[config.mk]
export PLATFORM = sky130hd
export DESIGN_NAME = ucode_sequencer
export DESIGN_NICKNAME = d
export VERILOG_FILES = /design/src/rtl/ucode_sequencer.sv
export SDC_FILE = /design/constraint.sdc
export NUM_CORES = 1
export LEC_CHECK = 0
export ABC_AREA = 1
export CAP_MARGIN = 10
export CORE_MARGIN = 3
export CORE_UTILIZATION = 25
export DETAILED_ROUTE_END_ITERATION = 8
export GPL_ROUTABILITY_DRIVEN = 1
export PLACE_DENSITY_LB_ADDON = 0.25
export SLEW_MARGIN = 10
export SYNTH_ARGS = -nofsm -noshare
export SYNTH_HDL_FRONTEND = slang
export SYNTH_SLANG_ARGS = --single-unit
[constraint.sdc]
create_clock -name clk -period 1.45 [get_ports clk]
set_clock_uncertainty 0.1 [all_clocks]
set_input_delay 0.29 -clock clk [delete_from_list [all_inputs] [get_ports clk]]
set_output_delay 0.29 -clock clk [all_outputs]
set_load 0.005 [all_outputs]
[src/rtl/ucode_sequencer.sv]
`default_nettype none
// ============================================================================
// Module   : ucode_sequencer
// Brief    : Microcode control unit. Owns the T-state counter, forms the
//            microcode ROM address {opcode, tstate}, and decodes the returned
//            microinstruction into one-hot bus enables, ALU control, RT/P+
//            strobes and a flag-resolved jump load. Adds a post-reset idle
//            cycle and a stall handshake.
// Ports    : clk        - system clock, rising edge
//            reset      - asynchronous, active-high
//            opcode     - current IR opcode
//            uaddr      - microcode ROM address {opcode, tstate}
//            uinstr     - ROM data for uaddr (combinational, same cycle)
//            stall      - datapath not ready; freezes sequencing
//            flag_c/z/n - ALU carry / zero / negative
//            eo         - ALU drives the bus
//            alu_flags  - raw ALU control field
//            out_en     - one-hot bus source enable
//            in_en      - one-hot bus sink enable (code 0 = no sink)
//            rt         - end of instruction, T-state returns to 0
//            pa         - PC increment
//            jmp        - load PC from bus (jump taken)
//            tstate     - current T-state (debug)
// Revision : 1.0 - initial release
// ============================================================================
module ucode_sequencer #(
    parameter int SEL_W = 3,   // select field width, legal 2..4
    parameter int TS_W  = 3,   // T-state counter width
    parameter int OP_W  = 8,   // opcode width
    parameter int UW    = 16   // microinstruction width
) (
    input  logic                    clk,
    input  logic                    reset,
    input  logic [OP_W-1:0]         opcode,
    output logic [OP_W+TS_W-1:0]    uaddr,
    input  logic [UW-1:0]           uinstr,
    input  logic                    stall,
    input  logic                    flag_c,
    input  logic                    flag_z,
    input  logic                    flag_n,
    output logic                    eo,
    output logic [SEL_W+2:0]        alu_flags,
    output logic [(2**SEL_W)-1:0]   out_en,
    output logic [(2**SEL_W)-1:0]   in_en,
    output logic                    rt,
    output logic                    pa,
    output logic                    jmp,
    output logic [TS_W-1:0]         tstate
);

    // ------------------------------------------------------------------
    // Microinstruction field positions, MSB to LSB:
    //   EO | ALU[SEL_W+3] | in_sel[SEL_W] | JC JZ JGT JLT | spare
    // With EO=0 the ALU field is reinterpreted as {out_sel, RT, P+, -}.
    // ------------------------------------------------------------------
    localparam int c_ALU_W    = SEL_W + 3;
    localparam int c_NSEL     = 2 ** SEL_W;
    localparam int c_EO_BIT   = UW - 1;
    localparam int c_ALU_LSB  = c_EO_BIT - c_ALU_W;
    localparam int c_OSEL_LSB = c_ALU_LSB + 3;
    localparam int c_RT_BIT   = c_ALU_LSB + 2;
    localparam int c_PA_BIT   = c_ALU_LSB + 1;
    localparam int c_ISEL_LSB = c_ALU_LSB - SEL_W;
    localparam int c_JC_BIT   = c_ISEL_LSB - 1;
    localparam int c_JZ_BIT   = c_ISEL_LSB - 2;
    localparam int c_JGT_BIT  = c_ISEL_LSB - 3;
    localparam int c_JLT_BIT  = c_ISEL_LSB - 4;
    localparam int c_SPARE    = c_JLT_BIT;   // number of unused low bits

    localparam logic [c_NSEL-1:0] c_ONE = {{(c_NSEL-1){1'b0}}, 1'b1};

    typedef enum logic [0:0] {
        ST_IDLE = 1'b0,
        ST_RUN  = 1'b1
    } state_t;

    state_t              r_state_q;
    state_t              w_state_d;
    logic [TS_W-1:0]     r_tstate_q;
    logic [TS_W-1:0]     w_tstate_d;

    // Raw field extraction
    logic                w_eo_bit;
    logic [SEL_W-1:0]    w_out_sel;
    logic [SEL_W-1:0]    w_in_sel;
    logic                w_rt_bit;
    logic                w_pa_bit;
    logic                w_jc;
    logic                w_jz;
    logic                w_jgt;
    logic                w_jlt;
    logic                w_jump_cond;
    logic                w_run;

    assign w_eo_bit  = uinstr[c_EO_BIT];
    assign w_out_sel = uinstr[c_OSEL_LSB +: SEL_W];
    assign w_in_sel  = uinstr[c_ISEL_LSB +: SEL_W];
    assign w_rt_bit  = uinstr[c_RT_BIT];
    assign w_pa_bit  = uinstr[c_PA_BIT];
    assign w_jc      = uinstr[c_JC_BIT];
    assign w_jz      = uinstr[c_JZ_BIT];
    assign w_jgt     = uinstr[c_JGT_BIT];
    assign w_jlt     = uinstr[c_JLT_BIT];

    // JGT means strictly positive: neither zero nor negative.
    assign w_jump_cond = (w_jc  & flag_c)
                       | (w_jz  & flag_z)
                       | (w_jgt & ~flag_z & ~flag_n)
                       | (w_jlt & flag_n);

    assign w_run = (r_state_q == ST_RUN);

    // Spare low bits carry no meaning; collect them so they are visibly
    // consumed rather than silently dangling.
    generate
        if (c_SPARE > 0) begin : g_spare
            logic w_unused_spare;
            assign w_unused_spare = ^uinstr[c_SPARE-1:0];
        end else begin : g_no_spare
        end
    endgenerate

    // ------------------------------------------------------------------
    // Output decode. Every enable is qualified by the RUN state, which is
    // itself cleared asynchronously, so asserting reset kills all enables
    // in the same cycle without waiting for a clock edge.
    // ------------------------------------------------------------------
    always_comb begin
        eo        = 1'b0;
        out_en    = '0;
        in_en     = '0;
        rt        = 1'b0;
        pa        = 1'b0;
        jmp       = 1'b0;
        alu_flags = uinstr[c_EO_BIT-1 -: c_ALU_W];

        if (w_run) begin
            eo = w_eo_bit;
            if (!w_eo_bit) begin
                out_en = c_ONE << w_out_sel;
                rt     = w_rt_bit;
                // PC strobes are suppressed while stalled so the held
                // microinstruction does not increment or load PC twice.
                pa     = w_pa_bit & ~stall;
            end
            if (w_in_sel != '0) begin
                in_en = c_ONE << w_in_sel;
            end
            jmp = w_jump_cond & ~stall;
        end
    end

    // ------------------------------------------------------------------
    // Sequencing. IDLE always lasts one clock and is left unconditionally;
    // in RUN, stall has priority, then RT, then the natural increment
    // (which wraps at NT-1 through counter overflow).
    // ------------------------------------------------------------------
    always_comb begin
        w_state_d  = r_state_q;
        w_tstate_d = r_tstate_q;
        case (r_state_q)
            ST_IDLE: begin
                w_state_d  = ST_RUN;
                w_tstate_d = '0;
            end
            ST_RUN: begin
                if (stall) begin
                    w_tstate_d = r_tstate_q;
                end else if (rt) begin
                    w_tstate_d = '0;
                end else begin
                    w_tstate_d = r_tstate_q + 1'b1;
                end
            end
            default: begin
                w_state_d  = ST_IDLE;
                w_tstate_d = '0;
            end
        endcase
    end

    always_ff @(posedge clk or posedge reset) begin
        if (reset) begin
            r_state_q  <= ST_IDLE;
            r_tstate_q <= '0;
        end else begin
            r_state_q  <= w_state_d;
            r_tstate_q <= w_tstate_d;
        end
    end

    assign uaddr  = {opcode, r_tstate_q};
    assign tstate = r_tstate_q;

endmodule
`default_nettype wire

Word-level counts from Yosys, hierarchy flattened
Index checks and enable logic that the tools add are counted.
{"block": "word_totals", "regBits": 4, "output_inout_bits": 40}
{"block": "classes", "n_addsub": 1, "eq_ne": 1, "shifts": 2, "mux": 13, "n_bitwise": 14, "reduce_logical": 1}
{"cell": "two-way mux 8 bit", "count": 4}
{"cell": "left shift 1 x 3 -> 8 bit (first input constant)", "count": 2}
{"cell": "bitwise AND 1 bit", "count": 7}
{"cell": "two-way mux 1 bit", "count": 6}
{"cell": "two-way mux 3 bit", "count": 2}
{"cell": "case mux 3 bit (2 select lines)", "count": 1}
{"cell": "NOT 1 bit", "count": 4}
{"cell": "adder 3 x 1 -> 3 bit (second input constant)", "count": 1}
{"cell": "OR 1 bit", "count": 3}
{"cell": "nonzero test 3 bit", "count": 1}
{"cell": "!= test 2 bit (second input constant)", "count": 1}

Logic depth before layout (Yosys ltp)
Gate-level depths: netlist of the first run.
{"block": "depth", "depth_word": 7, "depth_mapped": 5}

Worst setup path before layout of the first run
Ideal clock, no wire load.
{"block": "synth_timing", "path_type": "register to output", "start": "reg r_state_q", "end": "out in_en[1]", "arrival_ps": 795, "required_ps": 1060, "setup_slack_ps": 265, "stages_incl_launch_ff": 5, "cell_sequence": "dfrtp_1 -> buf_6 -> inv_4 -> or2_4 -> nor2_2"}
{"block": "synth_via", "elab_chain_cells": 1}
{"item": "start, declared", "line_no": "77", "source": "state_t r_state_q;"}
{"item": "start signal, assigned", "line_no": "187", "source": "r_state_q <= w_state_d;"}
{"item": "two-way mux 8 bit", "line_no": "137", "source": "if (w_run) begin"}
{"item": "end, declared", "line_no": "44", "source": "output logic [(2**SEL_W)-1:0] in_en,"}
Every way passes these cells.

Worst setup path after layout of the first run
{"block": "layout_timing", "start": "reg r_state_q", "end": "out in_en[5]"}
The elaborated chain is that of the path after synthesis.

==> results of run 1 <==
[area by class of cell]
class | count | area, sq um | area share (%)
flip-flops and latches | 4 | 101 | 9.51
clock buffers | 3 | 22.5 | 2.11
multi-input cells | 53 | 300 | 28.2
well taps | 27 | 33.8 | 3.17
inverters | 11 | 43.8 | 4.11
repair buffers | 70 | 564 | 52.9
[synth_stat cells]
master and n:
nand2_1 17, ha_1 1, nor3_1 1, nor2_1 15
nand3_1 7, nand3b_1 1, a21oi_1 2, nor2_2 4
conb_1 2, inv_1 10, or2_2 1, dfrtp_1 4
buf_4 18, o21ai_0 1, inv_4 1, buf_6 1
or2_4 1
[worst reg2reg max path, cell delays in order (launching register included)]
cell	delay, ns
dfrtp_2	0.45
buf_4	0.16
buf_6	0.11
buf_4	0.13
nand2_1	0.09
a21oi_1	0.07
a21oi_1	0.12
[per-stage QoR]
| stage | setup slack, ns | utilization, % | setup TNS (ns) | hold WS, ns | cells |
|---|---|---|---|---|---|
| global placement | -0.626 | 48.5 | -11.22 | 0.378 | 151 |
| finish | -0.130 | 53.8 | -1.35 | 0.133 | 168 |
| floorplan | 0.265 | - | 0 | -0.0439 | 87 |
| detailed placement | -0.652 | 48.5 | -11.57 | 0.384 | 151 |
| global route | -0.191 | 53.8 | -2.46 | 0.158 | 168 |
| CTS | -0.124 | 51.6 | -1.32 | 0.127 | 167 |
[kinds of logic (layout without fill, tap and decap cells)]
kind of cell,Yosys count,count (layout),synth area share [%]
and+or+nand+nor,47,47,39.0
buffers and inverters,30,84,35.7
DFF,4,4,18.8
AOI/OAI and AO/OA,3,3,2.82
other,2,2,1.41
adders and majority gates,1,1,2.35
[power by group]
group          switching, mW  internal [mW]
logic                 0.0883          0.118
clock network         0.0442         0.0925
registers            0.00642          0.119
total                  0.139          0.329
[worst paths after layout]
kind	from	to	slack, ns	cells after the start
max in group asynchronous	reset	r_state_q	0.96	2
min	reset	tstate[2]	0.13	2
min reg2reg	tstate[0]	tstate[0]	0.61	4
max reg2reg	r_state_q	tstate[2]	0.15	6
min in group clk	uinstr[9]	alu_flags[0]	0.48	0
max	r_state_q	in_en[5]	-0.13	4
[registers in the layout (all words and copies together), names as in the netlist]
name and count:
tstate 3, r_state_q 1
[placed cells by master (no fill, tap or decap), drive strengths merged]
cell type,n
o21ai,1
clkdlybuf4s50,2
a21oi,2
or2,2
clkdlybuf4s15,4
ha,1
dlymetal6s2s,5
dlygate4sd2,21
nor2,19
buf,38
nand3b,1
clkbuf,3
dfrtp,4
conb,2
nor3,1
nand2,17
inv,11
nand3,7
[per-layer routing]
layer	global-route usage [%]	up-vias	part of all wire (%)
met5	0	-	0
met4	6.81	0	0.75
met3	1.99	2	7.1
met2	24.5	33	54
met1	12.4	309	38
li1	-	353	-
[what timing repair did]
item	in CTS	in global routing
pin swaps	8	11
hold buffers	0	0
setup buffers	13	1
setup endpoints to repair	30	21
gates resized for setup	107	13
==> metrics.log, run 1 <==
[metrics] number of pins with negative max-slew slack in the final report: 0
[metrics] number of vias per cell: 4.15
[metrics] Port Buffers: 48
[metrics] area inside the core boundary: 1980 sq um
[metrics] post-DR wirelength/cell: 11.1 um
[metrics] peak fanout along the critical path: 6
[metrics] post-synthesis sequential area ratio: 18.8%
[metrics] H-tree Lvls: 1
[metrics] PD cells: 439 nW/um^2
[metrics] maximum VDD drop: 0.393 mV
[metrics] most area-hungry cell type in the Yosys netlist: buf_4
[metrics] FMAX: 0.633 GHz
[metrics] Iter 0 DRT Violations: 6
[metrics] CP cell instances: buf_4 > nand2_4 > nor2_1 > clkdlybuf4s15_2
[metrics] die area: 2720 sq um
[metrics] yosys warns: 0
[metrics] fraction of layout instances using a drive strength above 1: 44.0%
[metrics] Clk Tree Root Cell: clkbuf_4
[metrics] number of buffers and inverters on the critical path: 2
[metrics] crit end category: output pin
[metrics] Worst Setup Slack, final: -0.130 ns
[metrics] Final GP Congestion: 0.714
[metrics] dominant cells by area after synthesis: buf_4 25%, dfrtp_1 19%, nand2_1 12%
[metrics] distinct cell type count of the synthesized netlist: 17
[metrics] CP Launch Type: flip-flop
[metrics] placed cell areas: 961 sq um
[metrics] DRC viols: 0
[metrics] final number of hold-violating endpoints: 0
[metrics] Fillers: 202
[metrics] antenna violations before repair: 0
[metrics] Largest delay share family, worst path: flip-flops
[metrics] vias in the first global route: 635
[metrics] die extent in y: 52.2 um
[metrics] detailed-placement wirelength estimate: 1380 um
[metrics] number of instances in the synthesized netlist: 87
[metrics] number of vias after detailed routing: 697
[metrics] Ports: 70
[metrics] outcome: finished with violations
[metrics] number of setup violations in the final report: 17
[metrics] final-stage net count: 174
[metrics] post-route total power: 0.468 mW
[metrics] average footprint of a synthesized cell: 6.13 sq um
[metrics] path type of the worst setup path: reg -> out
[metrics] Required @ worst endpoint: 1.06 ns
[metrics] Yosys reg bits: 4
[metrics] CTS sink cnt: 4
[metrics] failing checks: setup timing
[metrics] Overall Global Routing Usage: 12.6%
[metrics] worst path arrival time: 1.19 ns
[metrics] starting density of the core: 26.9%
[metrics] final wirelength: 1870 um
[metrics] net count after synthesis: 118
[metrics] setup repair after global routing missed its margin: yes
[metrics] max-cap viol count: 0
[metrics] FP Rows: 16
[metrics] Crit-path slowest cell: dfrtp_2
[metrics] clock latency at the later pin of the worst-skew pair: 0.23 ns
[metrics] gr ovfl total: 0
[metrics] area share of the largest cell type after synthesis: 25.4%
[metrics] overall die width: 52.2 um
[metrics] TritonCTS clock tree: done
[metrics] class of the tightest hold or removal check: in -> async
[metrics] number of iterations in the first detailed-routing pass: 4
[metrics] Slowest Stage Delay on Critical Path: 0.44 ns
[metrics] pin count of the biggest net entering global routing: 7
[metrics] leakage: 0.652 nW
[metrics] buffer levels on the longest clock path: 2
[metrics] area grow syn2layout: 100%
[metrics] post-synthesis instance area: 533 sq um
[metrics] minimum clock period after layout: 1.58 ns
[metrics] total inserted antenna cells: 0
[metrics] Clock transition at path regs: 0.04 ns
[metrics] first-pass GRT wire length: 2570 um
[metrics] Routed Antenna Nets: 0
[metrics] Post-Layout Inst Area: 1070 sq um
[metrics] final period utilization: 109%
[metrics] number of buffers created by CTS: 3
No activity file was read; power rests on OpenSTA's default activity.
==> run 2, diff against run 1 <==
--- a/config.mk
+++ b/config.mk
@@ -12,6 +12,8 @@
 export DETAILED_ROUTE_END_ITERATION = 8
 export GPL_ROUTABILITY_DRIVEN = 1
 export PLACE_DENSITY_LB_ADDON = 0.25
+export SETUP_SLACK_MARGIN = 0.2
+export SKIP_CTS_REPAIR_TIMING = 1
 export SLEW_MARGIN = 10
 export SYNTH_ARGS = -nofsm -noshare
 export SYNTH_HDL_FRONTEND = slang
==> metrics.log, run 2 (synthesis results as in run 1) <==
[metrics] FP Rows: 16 (unchanged)
[metrics] TritonCTS clock tree: done
[metrics] start point of the critical path: uinstr[8]
[metrics] buffer levels on the longest clock path: 2 (unchanged)
[metrics] number of vias after detailed routing: 661 (-5.2%)
[metrics] final period utilization: 109% (-0.48 points)
[metrics] pin count of the biggest net entering global routing: 7 (unchanged)
[metrics] CTS sink cnt: 4 (unchanged)
[metrics] PD cells: 422 nW/um^2 (-3.9%)
[metrics] outcome: finished with violations
[metrics] post-DR wirelength/cell: 11.4 um (+2.2%)
[metrics] most common cell after layout, fill and taps aside: dlymetal6s2s_1
[metrics] Fin Setup TNS: -1.12 ns (+0.228 ns)
[metrics] path type of the worst setup path: in -> out
[metrics] antenna violations before repair: 0 (unchanged)
[metrics] detailed-placement wirelength estimate: 1380 um (unchanged)
[metrics] Final GP Congestion: 0.714 (unchanged)
[metrics] die extent in y: 52.2 um (unchanged)
[metrics] placed cell areas: 961 sq um (unchanged)
[metrics] final number of hold-violating endpoints: 0 (unchanged)
[metrics] post-route total power: 0.461 mW (-1.4%)
[metrics] worst path arrival time: 1.18 ns (about the same)
[metrics] clock latency at the later pin of the worst-skew pair: 0.23 ns (about the same)
[metrics] Required @ worst endpoint: 1.06 ns (about the same)
[metrics] highest-count cells in the layout ignoring fill and taps: 32 x dlymetal6s2s_1, 16 x nand2_1, 13 x nor2_1
[metrics] Routed Antenna Nets: 0 (unchanged)
[metrics] Fillers: 190 (-5.9%)
[metrics] die area: 2720 sq um (unchanged)
[metrics] final-stage net count: 165 (-5.2%)
[metrics] DP Cell Count: 151 (unchanged)
[metrics] peak fanout along the critical path: 3 (-3)
[metrics] minimum clock period after layout: 1.57 ns (-0.00694 ns)
[metrics] vias in the first global route: 569 (-10%)
[metrics] Clk Tree Root Cell: clkbuf_4
[metrics] setup repair after global routing missed its margin: yes
[metrics] Ports: 70 (unchanged)
[metrics] DRC viols: 0 (unchanged)
[metrics] starting density of the core: 26.9% (unchanged)
[metrics] number of setup violations in the final report: 18 (+1)
[metrics] final wirelength: 1810 um (-3.3%)
[metrics] crit end category: output pin
[metrics] Overall Global Routing Usage: 10.8% (-1.8 points)
[metrics] Reg-to-Reg Start: r_state_q
[metrics] gr ovfl total: 0 (unchanged)
[metrics] number of pins with negative max-slew slack in the final report: 0 (unchanged)
[metrics] maximum VDD drop: 0.380 mV (-3.4%)
[metrics] overall die width: 52.2 um (unchanged)
[metrics] leakage: 0.902 nW (+38%)
[metrics] fraction of layout instances using a drive strength above 1: 34.1% (-9.9 points)
[metrics] first-pass GRT wire length: 2210 um (-14%)
[metrics] H-tree Lvls: 1 (unchanged)
[metrics] failing checks: setup timing
[metrics] class of the tightest hold or removal check: in -> async
[metrics] max-cap viol count: 0 (unchanged)
[metrics] Port Buffers: 48 (unchanged)
[metrics] Clock transition at path regs: 0.04 ns (about the same)
[metrics] area grow syn2layout: 105%
[metrics] non-filler cells, final: 159 (-5.4%)
[metrics] Worst Setup Slack, final: -0.123 ns (+0.00694 ns)
[metrics] number of buffers created by CTS: 3 (unchanged)
[metrics] number of flip-flops in the largest register: 3 (unchanged)
[metrics] Post-Layout Inst Area: 1090 sq um (+2.6%)
[metrics] number of iterations in the first detailed-routing pass: 4 (unchanged)
[metrics] number of vias per cell: 4.16 (+0.20%)
[metrics] area inside the core boundary: 1980 sq um (unchanged)
[metrics] pre-CTS setup slack: -0.652 ns (unchanged)
[metrics] total inserted antenna cells: 0 (unchanged)
[metrics] Iter 0 DRT Violations: 4 (-2)
[metrics] CP Launch Type: input pin
[metrics] FMAX: 0.636 GHz (+0.44%)
run 2: changes by cell type in the layout (fill, tap and decap cells not counted), sizes merged:
cell           previous run  this run
dlygate4sd2              21         0
clkdlybuf4s50             2         4
clkdlybuf4s15             4         0
dlymetal6s2s              5        32
clkbuf                    3         8
buf                      38        20
run 2: where the power goes:
group	internal [mW]	leakage, nW	switching, mW
registers	0.119	0.0513	0.00559
logic	0.117	0.837	0.0827
clock network	0.0925	0.0138	0.0445
run 2: worst paths after layout:
path	to	slack [ns]	depth (start not counted)
max	in_en[1]	-0.12	4
min	tstate[2]	0.14	2
max reg2reg	tstate[2]	0.25	6
min reg2reg	tstate[2]	0.49	2
max in group asynchronous	r_state_q	0.95	2
min in group clk	tstate[2]	0.40	5
run 2: layout make-up:
type | instances | area (sq um) | area share [%]
clock buffers | 3 | 22.5 | 2.06
inverters | 11 | 43.8 | 4.00
multi-input cells | 53 | 290 | 26.5
flip-flops and latches | 4 | 101 | 9.27
well taps | 27 | 33.8 | 3.09
repair buffers | 61 | 602 | 55.0
run 2: per-stage QoR:
step           utilization [%]  hold slack (ns)
6_report                  55.2            0.137
5_1_grt                   55.2            0.162
4_1_cts                   49.6            0.127
3_5_place_dp              48.5            0.384
3_3_place_gp              48.5            0.378
2_1_floorplan                -          -0.0439
run 2: layer usage:
metal,routed length [um],vias to the layer above,track usage (%)
li1,-,334,-
met1,671,292,11.0
met2,966,33,19.9
met3,153,2,1.99
met4,14,0,6.81
met5,0,-,0
run 2: critical path, cell delays in order:
cell	delay, ns
clkdlybuf4s50_1	0.42
or2_4	0.28
nor2_2	0.08
buf_2	0.11
